[src/rtl/signal_ok_qualifier_pkg.sv]
// Shared definitions for the signal_ok qualifier: FSM state encoding and
// the width helper used to validate the stability counter size.
package signal_ok_qualifier_pkg;

  typedef enum logic [1:0] {
    ST_LOW       = 2'd0,
    ST_RISE_PEND = 2'd1,
    ST_HIGH      = 2'd2,
    ST_FALL_PEND = 2'd3
  } state_t;

  // Number of bits needed to hold a non-negative value (0 -> 0 bits).
  function automatic int clog2_width(input int value);
    int width = 0;
    int rest  = value;
    while (rest > 0) begin
      width++;
      rest = rest >> 1;
    end
    return width;
  endfunction

endpackage

[src/rtl/signal_ok_qualifier_sat_counter.sv]
// Saturating up-counter with synchronous clear; a clear and an increment on
// the same edge leave the count at one.
module sat_counter #(
  parameter int NB = 8
) (
  input  logic          clk,
  input  logic          rst_n,
  input  logic          inc,
  input  logic          clr,
  output logic [NB-1:0] count
);

  localparam logic [NB-1:0] COUNT_ONE = NB'(1);
  localparam logic [NB-1:0] COUNT_MAX = '1;

  // NOTE: sequential state is written with non-blocking assignments so every
  // flop samples the pre-edge values regardless of process ordering.
  always_ff @(posedge clk or negedge rst_n) begin
    if (!rst_n) begin
      count <= '0;
    end else if (clr) begin
      count <= inc ? COUNT_ONE : '0;
    end else if (inc && (count != COUNT_MAX)) begin
      count <= count + COUNT_ONE;
    end
  end

endmodule

[src/rtl/signal_ok_qualifier.sv]
// Debounces a synchronized status level: o_data follows i_data only after
// N_STABLE consecutive matching samples. Optional macro SIGNAL_OK_GLITCH_CNT_EN.
module signal_ok_qualifier
  import signal_ok_qualifier_pkg::*;
#(
  parameter int N_STABLE   = 16,
  parameter int NB_COUNTER = 5,
  parameter int NB_EVENTS  = 8
) (
  input  logic                 i_clock,
  input  logic                 i_reset_n,
  input  logic                 i_enable,
  input  logic                 i_data,
  input  logic                 i_clear_events,
  output logic                 o_data,
  output logic                 o_rise,
  output logic                 o_fall,
  output logic [NB_EVENTS-1:0] o_events
`ifdef SIGNAL_OK_GLITCH_CNT_EN
  ,
  output logic [NB_EVENTS-1:0] o_glitches
`endif
);

  if (N_STABLE < 1 || clog2_width(N_STABLE) > NB_COUNTER) begin : g_bad_config
    $error("signal_ok_qualifier: N_STABLE out of range for NB_COUNTER");
  end

  localparam logic [NB_COUNTER-1:0] CNT_ONE  = NB_COUNTER'(1);
  localparam logic [NB_COUNTER-1:0] CNT_LAST = NB_COUNTER'(N_STABLE - 1);

  state_t                state, state_next;
  logic [NB_COUNTER-1:0] count, count_next;
  logic                  data_next, rise_next, fall_next;
`ifdef SIGNAL_OK_GLITCH_CNT_EN
  logic                  glitch_next;
`endif

  always_ff @(posedge i_clock or negedge i_reset_n) begin
    if (!i_reset_n) begin
      state  <= ST_LOW;
      count  <= '0;
      o_data <= 1'b0;
      o_rise <= 1'b0;
      o_fall <= 1'b0;
    end else begin
      state  <= state_next;
      count  <= count_next;
      o_data <= data_next;
      o_rise <= rise_next;
      o_fall <= fall_next;
    end
  end

  // NOTE: every signal driven here gets a default first, so no path through
  // the case statement can leave one unassigned and infer a latch.
  always_comb begin
    state_next = state;
    count_next = count;
    data_next  = o_data;
    rise_next  = 1'b0;
    fall_next  = 1'b0;
`ifdef SIGNAL_OK_GLITCH_CNT_EN
    glitch_next = 1'b0;
`endif
    if (!i_enable) begin
      // Disable drops any pending qualification without touching o_data.
      count_next = '0;
      state_next = o_data ? ST_HIGH : ST_LOW;
    end else begin
      unique case (state)
        ST_LOW: begin
          if (i_data) begin
            if (N_STABLE == 1) begin
              state_next = ST_HIGH;
              count_next = '0;
              data_next  = 1'b1;
              rise_next  = 1'b1;
            end else begin
              state_next = ST_RISE_PEND;
              count_next = CNT_ONE;
            end
          end
        end
        ST_RISE_PEND: begin
          if (!i_data) begin
            state_next = ST_LOW;
            count_next = '0;
`ifdef SIGNAL_OK_GLITCH_CNT_EN
            glitch_next = 1'b1;
`endif
          end else if (count == CNT_LAST) begin
            state_next = ST_HIGH;
            count_next = '0;
            data_next  = 1'b1;
            rise_next  = 1'b1;
          end else begin
            count_next = count + CNT_ONE;
          end
        end
        ST_HIGH: begin
          if (!i_data) begin
            if (N_STABLE == 1) begin
              state_next = ST_LOW;
              count_next = '0;
              data_next  = 1'b0;
              fall_next  = 1'b1;
            end else begin
              state_next = ST_FALL_PEND;
              count_next = CNT_ONE;
            end
          end
        end
        ST_FALL_PEND: begin
          if (i_data) begin
            state_next = ST_HIGH;
            count_next = '0;
`ifdef SIGNAL_OK_GLITCH_CNT_EN
            glitch_next = 1'b1;
`endif
          end else if (count == CNT_LAST) begin
            state_next = ST_LOW;
            count_next = '0;
            data_next  = 1'b0;
            fall_next  = 1'b1;
          end else begin
            count_next = count + CNT_ONE;
          end
        end
        default: begin
          state_next = ST_LOW;
          count_next = '0;
        end
      endcase
    end
  end

  sat_counter #(
    .NB (NB_EVENTS)
  ) u_events (
    .clk   (i_clock),
    .rst_n (i_reset_n),
    .inc   (rise_next | fall_next),
    .clr   (i_clear_events),
    .count (o_events)
  );

`ifdef SIGNAL_OK_GLITCH_CNT_EN
  sat_counter #(
    .NB (NB_EVENTS)
  ) u_glitches (
    .clk   (i_clock),
    .rst_n (i_reset_n),
    .inc   (glitch_next),
    .clr   (i_clear_events),
    .count (o_glitches)
  );
`endif

endmodule

[config.mk]
export PLATFORM = sky130hd
export DESIGN_NAME = signal_ok_qualifier
export DESIGN_NICKNAME = d
export VERILOG_FILES = /design/src/rtl/signal_ok_qualifier_pkg.sv /design/src/rtl/signal_ok_qualifier_sat_counter.sv /design/src/rtl/signal_ok_qualifier.sv
export SDC_FILE = /design/constraint.sdc
export NUM_CORES = 1
export LEC_CHECK = 0
export CORE_ASPECT_RATIO = 0.9
export CORE_MARGIN = 4
export CORE_UTILIZATION = 40
export CTS_CLUSTER_SIZE = 10
export DETAILED_ROUTE_END_ITERATION = 7
export GPL_ROUTABILITY_DRIVEN = 0
export GPL_TIMING_DRIVEN = 1
export PLACE_DENSITY = 0.59
export SETUP_SLACK_MARGIN = 0.02
export SYNTH_ARGS = -nofsm -noshare
export SYNTH_HDL_FRONTEND = slang
export SYNTH_HIERARCHICAL = 1
export SYNTH_SLANG_ARGS = --single-unit
[constraint.sdc]
create_clock -name i_clock -period 2.83 [get_ports i_clock]
set_input_delay 0.7075 -clock i_clock [delete_from_list [all_inputs] [get_ports i_clock]]
set_output_delay 0.7075 -clock i_clock [all_outputs]
set_load 0.03 [all_outputs]
==> results.cfg <==
[power]
power_density_nw_per_um2 = 359
ir_drop_mv = 0.314
total_power_uw = 429
total_leakage_power_uw = 0.000489

[logic_synthesis]
ys_ff_latch = 18
synth_top_area_cell = dfrtp_1
synthesis.area_sq_um = 991
ys_types = 41
synthTopCellsByArea = dfrtp_1 (45%), nand3_1 (5.1%), a21oi_1 (3.5%), nand2_1 (2.7%), ha_1 (2.5%)
yosys.area.top_type_share_pct = 45.5
async_flop_share_pct = 100
ys_seq_area_share_pct = 45.5
yosysWarningCount = 6
synth_edf_count = 0
syn_area_per_cell_sq_um = 9.91
synth_top_flop_cell = dfrtp_1
syn-num-nets = 107
syn_inst = 100

[clocking]
post-cts-setup-buffer-count = 0
clockRootBuffer = clkbuf_4
cts_tree = built
htree_num_levels = 1
cts_max_path_buffers = 2
cts_resized = 0
clk_pin_slew_worst_paths_ns = 0.09
clock_latency_ns = 0.29
cts_buffers = 3
cts.sinks = 18
cts_hold_buf = 0

[critical_path]
max_stage_delay_ns = 0.73
worstPathMaxFanout = 10
critPathArrivalTime_ns = 1.51
reg2reg_slack_ns = 0.65
path_class = reg2out
cp-start-kind = flop
path_buf_inv = 1
critical_path_depth = 1
crit_family = buffers and inverters
required_ns = 2.12
reg2reg_to = u_events/count[4]
crit_chain = clkdlybuf4s50_1
r2r-start = count[0]
end_kind = output port
crit_end = o_events[3]
ff2ff_path_depth = 7
crit_slowest_cell = clkdlybuf4s50_1
startpoint = u_events/count[3]

[floorplanning]
fp-row-count = 16
ios = 16
start_util_pct = 43.8
die_w_um = 60.5
die_area_sq_um = 3340
core_sq_um = 2260
die_y_um = 55.2

[global_route]
grt_first_pass_wirelength_um = 3580
antenna_found_initial = 0
track_usage_pct = 13.8
grt_max_degree = 19
grt_overflow = 0
grt_pass1_vias = 779

[layout]
final_nets = 125
seq_area_sq_um = 450
fillCellCount = 216
num_antenna_cells = 0
layoutNonFillerInstCount = 143
multi_input_area_sq_um = 499
post_route_cells_drive_above_1_share_pct = 11.2
area_growth_pct = 20.5
fin_util_pct = 52.8

[drt]
drt_iter0_markers = 23
vias_per_cell = 5.74
dr_total_vias = 821
totalWireLength_um = 2060
drc = 0
ant_nets = 0
detail_route.wl_per_cell_um = 14.4
dr.pass1.iters = 4

[sta]
finalHoldViolations = 0
clock.fmax_mhz = 451
setup_viol = 0
fin_ws_ns = 0.611
final.period_utilization_pct = 78.4
max_slew_margin_pct = 75.2
rsz0062_at_grt = no
final-max-slew-violation-count = 0
skew_ns = 0.00348
period_minus_slack_ns = 2.22
tns_ns = 0
worst_pin_slew_ns = 0.371

[placed_design]
io_buffers = 15
dp_slack_ns = 0.341
dp_hpwl_um = 1460
dpl.cell_count = 140

[flow_run]
maxCapViolations = 0

[hold_path]
hold_path_depth = 2
hp-class = reg2reg

[status]
status = finished, final reports clean
-- cell usage in the layout (no fill, tap or decap), drive strengths merged, types with 4 or more instances in the layout --
master	n
a21oi	7
clkdlybuf4s50	15
o21ai	5
nand4	4
inv	4
nand2b	4
dfrtp	18
nand3	11
nand2	7
-- cells by family after synthesis --
family	share of synthesized area (%)
AOI/OAI and AO/OA	18.3
xor gates and xnor gates	4.29
adders and majority gates	2.52
buffers and inverters	4.17
DFF	45.5
muxes	1.01
and+or+nand+nor	24.2
-- where the power goes --
group	switching, uW	total [uW]	internal, uW
logic	22.2	38.5	16.3
registers	7.47	269	261
clock network	72.0	121	49.4
total	102	429	327
-- Yosys cell counts (2+ instances only) --
cell,instances
nand2_1,7
ha_1,2
o21ai_0,5
nand2b_1,4
a21boi_1,2
nor2_1,2
nor3_1,3
inv_1,4
nand4_1,3
nand3_1,10
and3_1,2
dfrtp_1,18
buf_2,2
a21oi_1,7
xor2_1,2
or3_1,2
-- per-layer routing --
metal | track usage [%] | part of all wire [%] | vias to the layer above
met5 | 0 | 0 | -
met4 | 3.72 | 0.73 | 0
met3 | 4.43 | 5.4 | 2
met2 | 19.1 | 42 | 16
met1 | 20.4 | 52 | 395
li1 | - | - | 408
-- worst min-delay path by stage --
stage                           end      start  slack (ns)
final                      count[4]   count[4]        0.52
after detailed placement   count[4]   count[4]        0.52
after CTS                  count[4]   count[4]        0.53
after global placement     count[4]   count[4]        0.50
after floorplan           async pin  i_reset_n        0.41
after global routing       count[4]   count[4]        0.58
-- state kept, by name, summed over array words and instances (netlist names), named ones only --
register and cells:
state 1, o_data 1, u_events/count 8, count 5, o_rise 1, o_fall 1
-- per-stage QoR --
stage | hold WS, ns | area [sq um]
floorplan | 0.412 | 991
global placement | 0.501 | 1170
detailed placement | 0.516 | 1170
CTS | 0.531 | 1190
global route | 0.579 | 1190
finish | 0.524 | 1190
-- area by class of cell --
cell class | instances | area share (%)
Multi-Input combinational cell | 73 | 41.8
Sequential cell | 18 | 37.7
Timing Repair Buffer | 18 | 14.5
Tap cell | 27 | 2.83
Clock buffer | 3 | 1.89
Inverter | 4 | 1.26
Note: power is estimated with default switching activity, not from simulation.
==> RTL edit 1: new RTL, same settings <==
Register the inputs `i_enable` and `i_data` before use, with the module's reset. The logic sees them one clock later. The other inputs are not delayed to match.
--- a/src/rtl/signal_ok_qualifier.sv
+++ b/src/rtl/signal_ok_qualifier.sv
@@ -21,6 +21,19 @@
   output logic [NB_EVENTS-1:0] o_glitches
 `endif
 );
+
+  logic i_enable_q;
+  logic i_data_q;
+
+  always_ff @(posedge i_clock or negedge i_reset_n) begin
+    if (!i_reset_n) begin
+      i_enable_q <= '0;
+      i_data_q   <= '0;
+    end else begin
+      i_enable_q <= i_enable;
+      i_data_q   <= i_data;
+    end
+  end
 
   if (N_STABLE < 1 || clog2_width(N_STABLE) > NB_COUNTER) begin : g_bad_config
     $error("signal_ok_qualifier: N_STABLE out of range for NB_COUNTER");
@@ -63,14 +76,14 @@
 `ifdef SIGNAL_OK_GLITCH_CNT_EN
     glitch_next = 1'b0;
 `endif
-    if (!i_enable) begin
+    if (!i_enable_q) begin
       // Disable drops any pending qualification without touching o_data.
       count_next = '0;
       state_next = o_data ? ST_HIGH : ST_LOW;
     end else begin
       unique case (state)
         ST_LOW: begin
-          if (i_data) begin
+          if (i_data_q) begin
             if (N_STABLE == 1) begin
               state_next = ST_HIGH;
               count_next = '0;
@@ -83,7 +96,7 @@
           end
         end
         ST_RISE_PEND: begin
-          if (!i_data) begin
+          if (!i_data_q) begin
             state_next = ST_LOW;
             count_next = '0;
 `ifdef SIGNAL_OK_GLITCH_CNT_EN
@@ -99,7 +112,7 @@
           end
         end
         ST_HIGH: begin
-          if (!i_data) begin
+          if (!i_data_q) begin
             if (N_STABLE == 1) begin
               state_next = ST_LOW;
               count_next = '0;
@@ -112,7 +125,7 @@
           end
         end
         ST_FALL_PEND: begin
-          if (i_data) begin
+          if (i_data_q) begin
             state_next = ST_HIGH;
             count_next = '0;
 `ifdef SIGNAL_OK_GLITCH_CNT_EN
Function: no difference found for any inputs over 10 cycles, from zero or initial values and one cycle with i_reset_n low; that may be too few to reach the edited logic, so the function may still have changed.
==> RTL edit 1 against the original RTL <==
Largest cell class is now registers. Sequential cell count up 2. Total power is 8.8% higher. Critical path type unchanged. Synthesized area is 3.5% higher. Routed wire length decreased by 2.6%. Critical path depth is the same. Cell area grew 2.6%. Global-route usage shrank 1.4 points. Worst setup slack worse by 0.024 ns.
==> RTL edit 1: results (changes against the original RTL) <==
Logic synthesis
  • Synth area leaders: dfrtp_1, a21oi_1, ha_1, nand2b_1, nor3b_1 (was dfrtp_1, nand3_1, a21oi_1, nand2_1, ha_1)
  • Synth Area in XOR/XNOR: 3.29% (was 4.29%)
  • Leading cell types by count after synthesis: dfrtp_1, a21oi_1, nand2_1 (was dfrtp_1, nand3_1, a21oi_1, nand2_1, o21ai_0)
  • Ys flop type: dfrtp_1 (unchanged)
  • Mux cell area share after synthesis: 2.07% (was 1.01%)
  • FFs w/ async S/R, synth: 100% (unchanged)
  • Synthesized Nets: 99 (was 107)
  • Compound-Gate Fraction of Synth Area: 19.6% (was 18.3%)
  • Distinct cells, synth: 43 (was 41)
  • Register area share after synthesis: 48.8% (was 45.5%)
  • Yosys Warn Count: 6 (unchanged)
  • Post-synthesis adder-cell area fraction: 2.44% (was 2.53%)

Global route
  • Met2 Track Usage GR: 18.7% (was 19.1%)
  • All-Layer GR Usage: 12.4% (was 13.8%)
  • Met1 usage: 16.2% (was 20.4%)
  • Met3 Use GR: 4.64% (was 4.43%)
  • Global-route wire length before repair: 3280 microns (was 3580 microns)
  • Number of global-route vias before repair: 721 (was 779)
  • Pin count of the biggest net entering global routing: 12 (was 19)

Route
  • Final wirelength: 2010 microns (was 2060 microns)
  • Detailed Route Iter0 Violations: 46 (was 23)
  • Pre-antenna DRT Iters: 5 (was 4)
  • Via count: 776 (was 821)

Placed design
  • Placed inst area: 1200 sq um (was 1170 sq um)
  • Pre-CTS setup slack: 0.789 ns (was 0.341 ns)
  • PortBufs: 15 (unchanged)
  • HPWL after detailed placement: 1470 microns (was 1460 microns)

Critical path
  • Worst path max stage delay: 0.73 ns (about the same)
  • WP data arrival: 1.54 ns (was 1.51 ns)
  • Critical-path maximum fanout: 10 (unchanged)
  • Crit path max-delay cell type: clkdlybuf4s50_1 (unchanged)
  • Worst setup path start: u_events/count[3]$_DFFE_PN0P_ (unchanged)
  • R2r startpoint: count[0]$_DFFE_PN0P_ (unchanged)
  • Top delay family on crit path: buffers and inverters (unchanged)
  • CP endpoint kind: output port (unchanged)

CTS
  • CTS root buffer: clkbuf_4 (unchanged)
  • Clk slew on worst S/H paths: 0.10 ns
  • Total CTS buffers: 3 (unchanged)
  • Worst-Skew Late Latency: 0.29 ns (about the same)
  • Htree depth: 1 (unchanged)
  • Post-CTS Setup Bufs: 0 (unchanged)

Finish
  • Biggest regs: u_events/count: 8 flops, count: 5 flops (unchanged)
  • Fin nets: 117 (was 125)
  • Fill cells: 228 (was 216)
  • Layout cell share with drive strength beyond 1: 13.9% (was 11.2%)

Power
  • VDD IR-drop max: 0.205 mV (was 0.314 mV)
  • Leak pwr: 0.513 nW (was 0.489 nW)
  • P_int: 0.359 mW (was 0.327 mW)

Run status
  • Status: complete, no violations (unchanged)

Timing
  • Clock skew: 0.00222 ns (was 0.00348 ns)
  • Maximum clock frequency: 446 MHz (was 451 MHz)
  • Slew HR: 69.4% (was 75.2%)

Worst hold path
  • Kind of path behind the tightest hold check: reg -> reg (unchanged)
  • Worst hold start: count[4]$_DFFE_PN0P_ (unchanged)
==> RTL edit 1: cell type report <==
class | instances | area [sq um] | area share [%]
sequential | 20 | 500 | 40.9
multi-input combinational | 65 | 494 | 40.3
timing repair buffer | 16 | 158 | 12.9
tap | 28 | 35.0 | 2.86
clock buffer | 3 | 22.5 | 1.84
inverter | 4 | 15.0 | 1.23
==> RTL edit 1: through the flow <==
| step | instances | hold slack, ns | util, % |
|---|---|---|---|
| global route | 136 | 0.567 | 50.1 |
| finish | 136 | 0.513 | 50.1 |
| global placement | 133 | 0.487 | 49.2 |
| floorplan | 92 | 0.412 | - |
| CTS | 136 | 0.517 | 50.1 |
| detailed placement | 133 | 0.493 | 49.2 |
==> RTL edit 1: path summary, 6_finish.rpt <==
kind,endpoint,slack (ns),cells past startpoint
min in group asynchronous,count[3]$_DFFE_PN0P_,0.72,1
setup / recovery,o_events[3],0.59,1
hold reg to reg,count[4]$_DFFE_PN0P_,0.51,1
max in group asynchronous,count[4]$_DFFE_PN0P_,1.60,2
setup reg to reg,u_events/count[5]$_DFFE_PN0P_,0.77,6
hold / removal,count[4]$_DFFE_PN0P_,0.51,1
==> RTL edit 1: logic make-up after synthesis <==
group	count (synthesis)
buffers and inverters	7
DFF	20
xor gates and xnor gates	3
muxes	2
AOI/OAI and AO/OA	26
adders and majority gates	2
and+or+nand+nor	32
==> RTL edit 1: per-layer routing <==
metal | wire, microns | part of all wire, % | vias to the layer above
met4 | 14 | 0.70 | 0
met1 | 955 | 48 | 375
li1 | - | - | 384
met2 | 947 | 47 | 15
met3 | 88 | 4.4 | 2
met5 | 0 | 0 | -
==> RTL edit 1: power groups by stage <==
stage,clock [mW],sequential (mW),combinational [mW]
floorplan,0,0.304,0.0226
global placement,0,0.307,0.0372
detailed placement,0,0.308,0.0368
CTS,0.135,0.302,0.0372
global route,0.147,0.303,0.0413
finish,0.127,0.303,0.0364
==> RTL edit 2: new RTL, same settings <==
Without the edit above. The option `SIGNAL_OK_GLITCH_CNT_EN` is turned on by a define.
--- a/src/rtl/signal_ok_qualifier.sv
+++ b/src/rtl/signal_ok_qualifier.sv
@@ -1,5 +1,7 @@
 // Debounces a synchronized status level: o_data follows i_data only after
 // N_STABLE consecutive matching samples. Optional macro SIGNAL_OK_GLITCH_CNT_EN.
+`define SIGNAL_OK_GLITCH_CNT_EN
+
 module signal_ok_qualifier
   import signal_ok_qualifier_pkg::*;
 #(
Function (old outputs only; new: o_glitches): kept (equiv_simple and equiv_induct, registers matched by name and starting in step).
==> RTL edit 2 against the original RTL <==
Maximum frequency is 7.7% lower. Sequential share of layout area fell by 1.9 points. Largest power group unchanged. Cell area increased by 52%. Worst setup slack got worse by 0.19 ns. Critical path type is now in -> reg. Synthesized area is 48% higher. Sequential cell count is 8 higher. Total power grew 77%. Routed wire length up 56%.
==> RTL edit 2: results (changes against the original RTL) <==
Run status
  • Status: complete, no violations (unchanged)

Logic synthesis
  • Post-synthesis adder-cell area fraction: 2.55% (was 2.53%)
  • Distinct cells, synth: 38 (was 41)
  • Synthesized Nets: 155 (was 107)
  • Compound-Gate Fraction of Synth Area: 21.0% (was 18.3%)
  • Synth Area in XOR/XNOR: 2.89% (was 4.29%)
  • Leading cell types by count after synthesis: dfrtp_1, a21oi_1, nand2_1, nand3_1, nand2b_1 (was dfrtp_1, nand3_1, a21oi_1, nand2_1, o21ai_0)
  • Register area share after synthesis: 44.2% (was 45.5%)

Finish
  • Fin nets: 179 (was 125)
  • Biggest regs: u_events/count: 8 flops, u_glitches/count: 8 flops, count: 5 flops (was u_events/count: 8 flops, count: 5 flops)
  • Fill cells: 305 (was 216)
  • Layout cell share with drive strength beyond 1: 11.2% (about the same)

Timing
  • Slew HR: 54.6% (was 75.2%)
  • Clock skew: 0.00980 ns (was 0.00348 ns)

Route
  • Detailed Route Iter0 Violations: 73 (was 23)
  • Via-per-instance ratio: 5.73 (was 5.74)

Global route
  • Global-route wire length before repair: 5680 microns (was 3580 microns)
  • Pin count of the biggest net entering global routing: 27 (was 19)
  • All-Layer GR Usage: 15.2% (was 13.8%)

CTS
  • CTS root buffer: clkbuf_8 (was clkbuf_4)

Placed design
  • PortBufs: 23 (was 15)
  • HPWL after detailed placement: 2280 microns (was 1460 microns)
  • Pre-CTS setup slack: 0.161 ns (was 0.341 ns)

Critical path
  • WP data arrival: 2.58 ns (was 1.51 ns)

Power
  • VDD IR-drop max: 0.233 mV (was 0.314 mV)
[RTL edit 2: cell types whose count changed after synthesis, moves of 2 or more]
cell / change
clkbuf_1: +3
nor3b_1: +3
dfrtp_1: +8
nand2b_1: +4
a41oi_1: +2
a21oi_1: +6
and3_1: +2
nand2_1: +4
or3_1: +2
o31ai_1: +2
[RTL edit 2: area by class of cell]
cell class	instances	area [sq um]	share of cell area, %
Clock inverter	1	30.0	1.65
Sequential cell	26	651	35.8
Multi-Input combinational cell	109	767	42.2
Inverter	5	18.8	1.03
Tap cell	44	55.1	3.03
Timing Repair Buffer	26	253	13.9
Clock buffer	3	41.3	2.27
[RTL edit 2: kinds of logic after synthesis]
group | count (synthesis)
and+or+nand+nor | 58
muxes | 2
adders and majority gates | 3
buffers and inverters | 12
DFF | 26
AOI/OAI and AO/OA | 42
xor gates and xnor gates | 4
[RTL edit 2: worst paths after layout]
path / start / endpoint / slack, ns / cells after the start
max: i_data / u_events/count[7]$_DFFE_PN0P_ / 0.43 / 6
min reg2reg: count[4]$_DFFE_PN0P_ / count[4]$_DFFE_PN0P_ / 0.53 / 2
max reg2reg: count[0]$_DFFE_PN0P_ / u_events/count[7]$_DFFE_PN0P_ / 0.55 / 7
max in group asynchronous: i_reset_n / count[4]$_DFFE_PN0P_ / 1.77 / 2
min in group asynchronous: i_reset_n / o_data$_DFFE_PN0P_ / 0.79 / 2
min: count[4]$_DFFE_PN0P_ / count[4]$_DFFE_PN0P_ / 0.53 / 2
[RTL edit 2: through the flow]
stage               utilization, %  instance area, sq um
finish                        52.6                  1820
detailed placement            50.5                  1740
global route                  52.6                  1820
global placement              50.5                  1740
floorplan                        -                  1470
CTS                           52.6                  1820
[RTL edit 2: metal layers]
layer	GRT usage (%)	vias up	share of wire, %	wire [microns]
li1	-	600	-	-
met5	0	-	0	0
met3	3.82	5	4.2	134
met1	21.0	595	48	1550
met4	2.82	0	0.84	27
met2	24.2	26	47	1510
[RTL edit 2: worst max-delay path, delay by kind of cell]
| family | cells | cell delay, ns |
|---|---|---|
| AO/OA/AOI/OAI | 1 | 0.16 |
| XOR/XNOR | 1 | 0.20 |
| buffers and inverters | 1 | 0.64 |
| AND/OR/NAND/NOR | 3 | 0.88 |
[RTL edit 2: report_power, final]
part | internal (mW) | leakage, nW | total [mW] | switching, mW
Clock | 0.189 | 0.0357 | 0.307 | 0.118
Combinational | 0.0252 | 0.332 | 0.0621 | 0.0369
Sequential | 0.377 | 0.359 | 0.387 | 0.0103
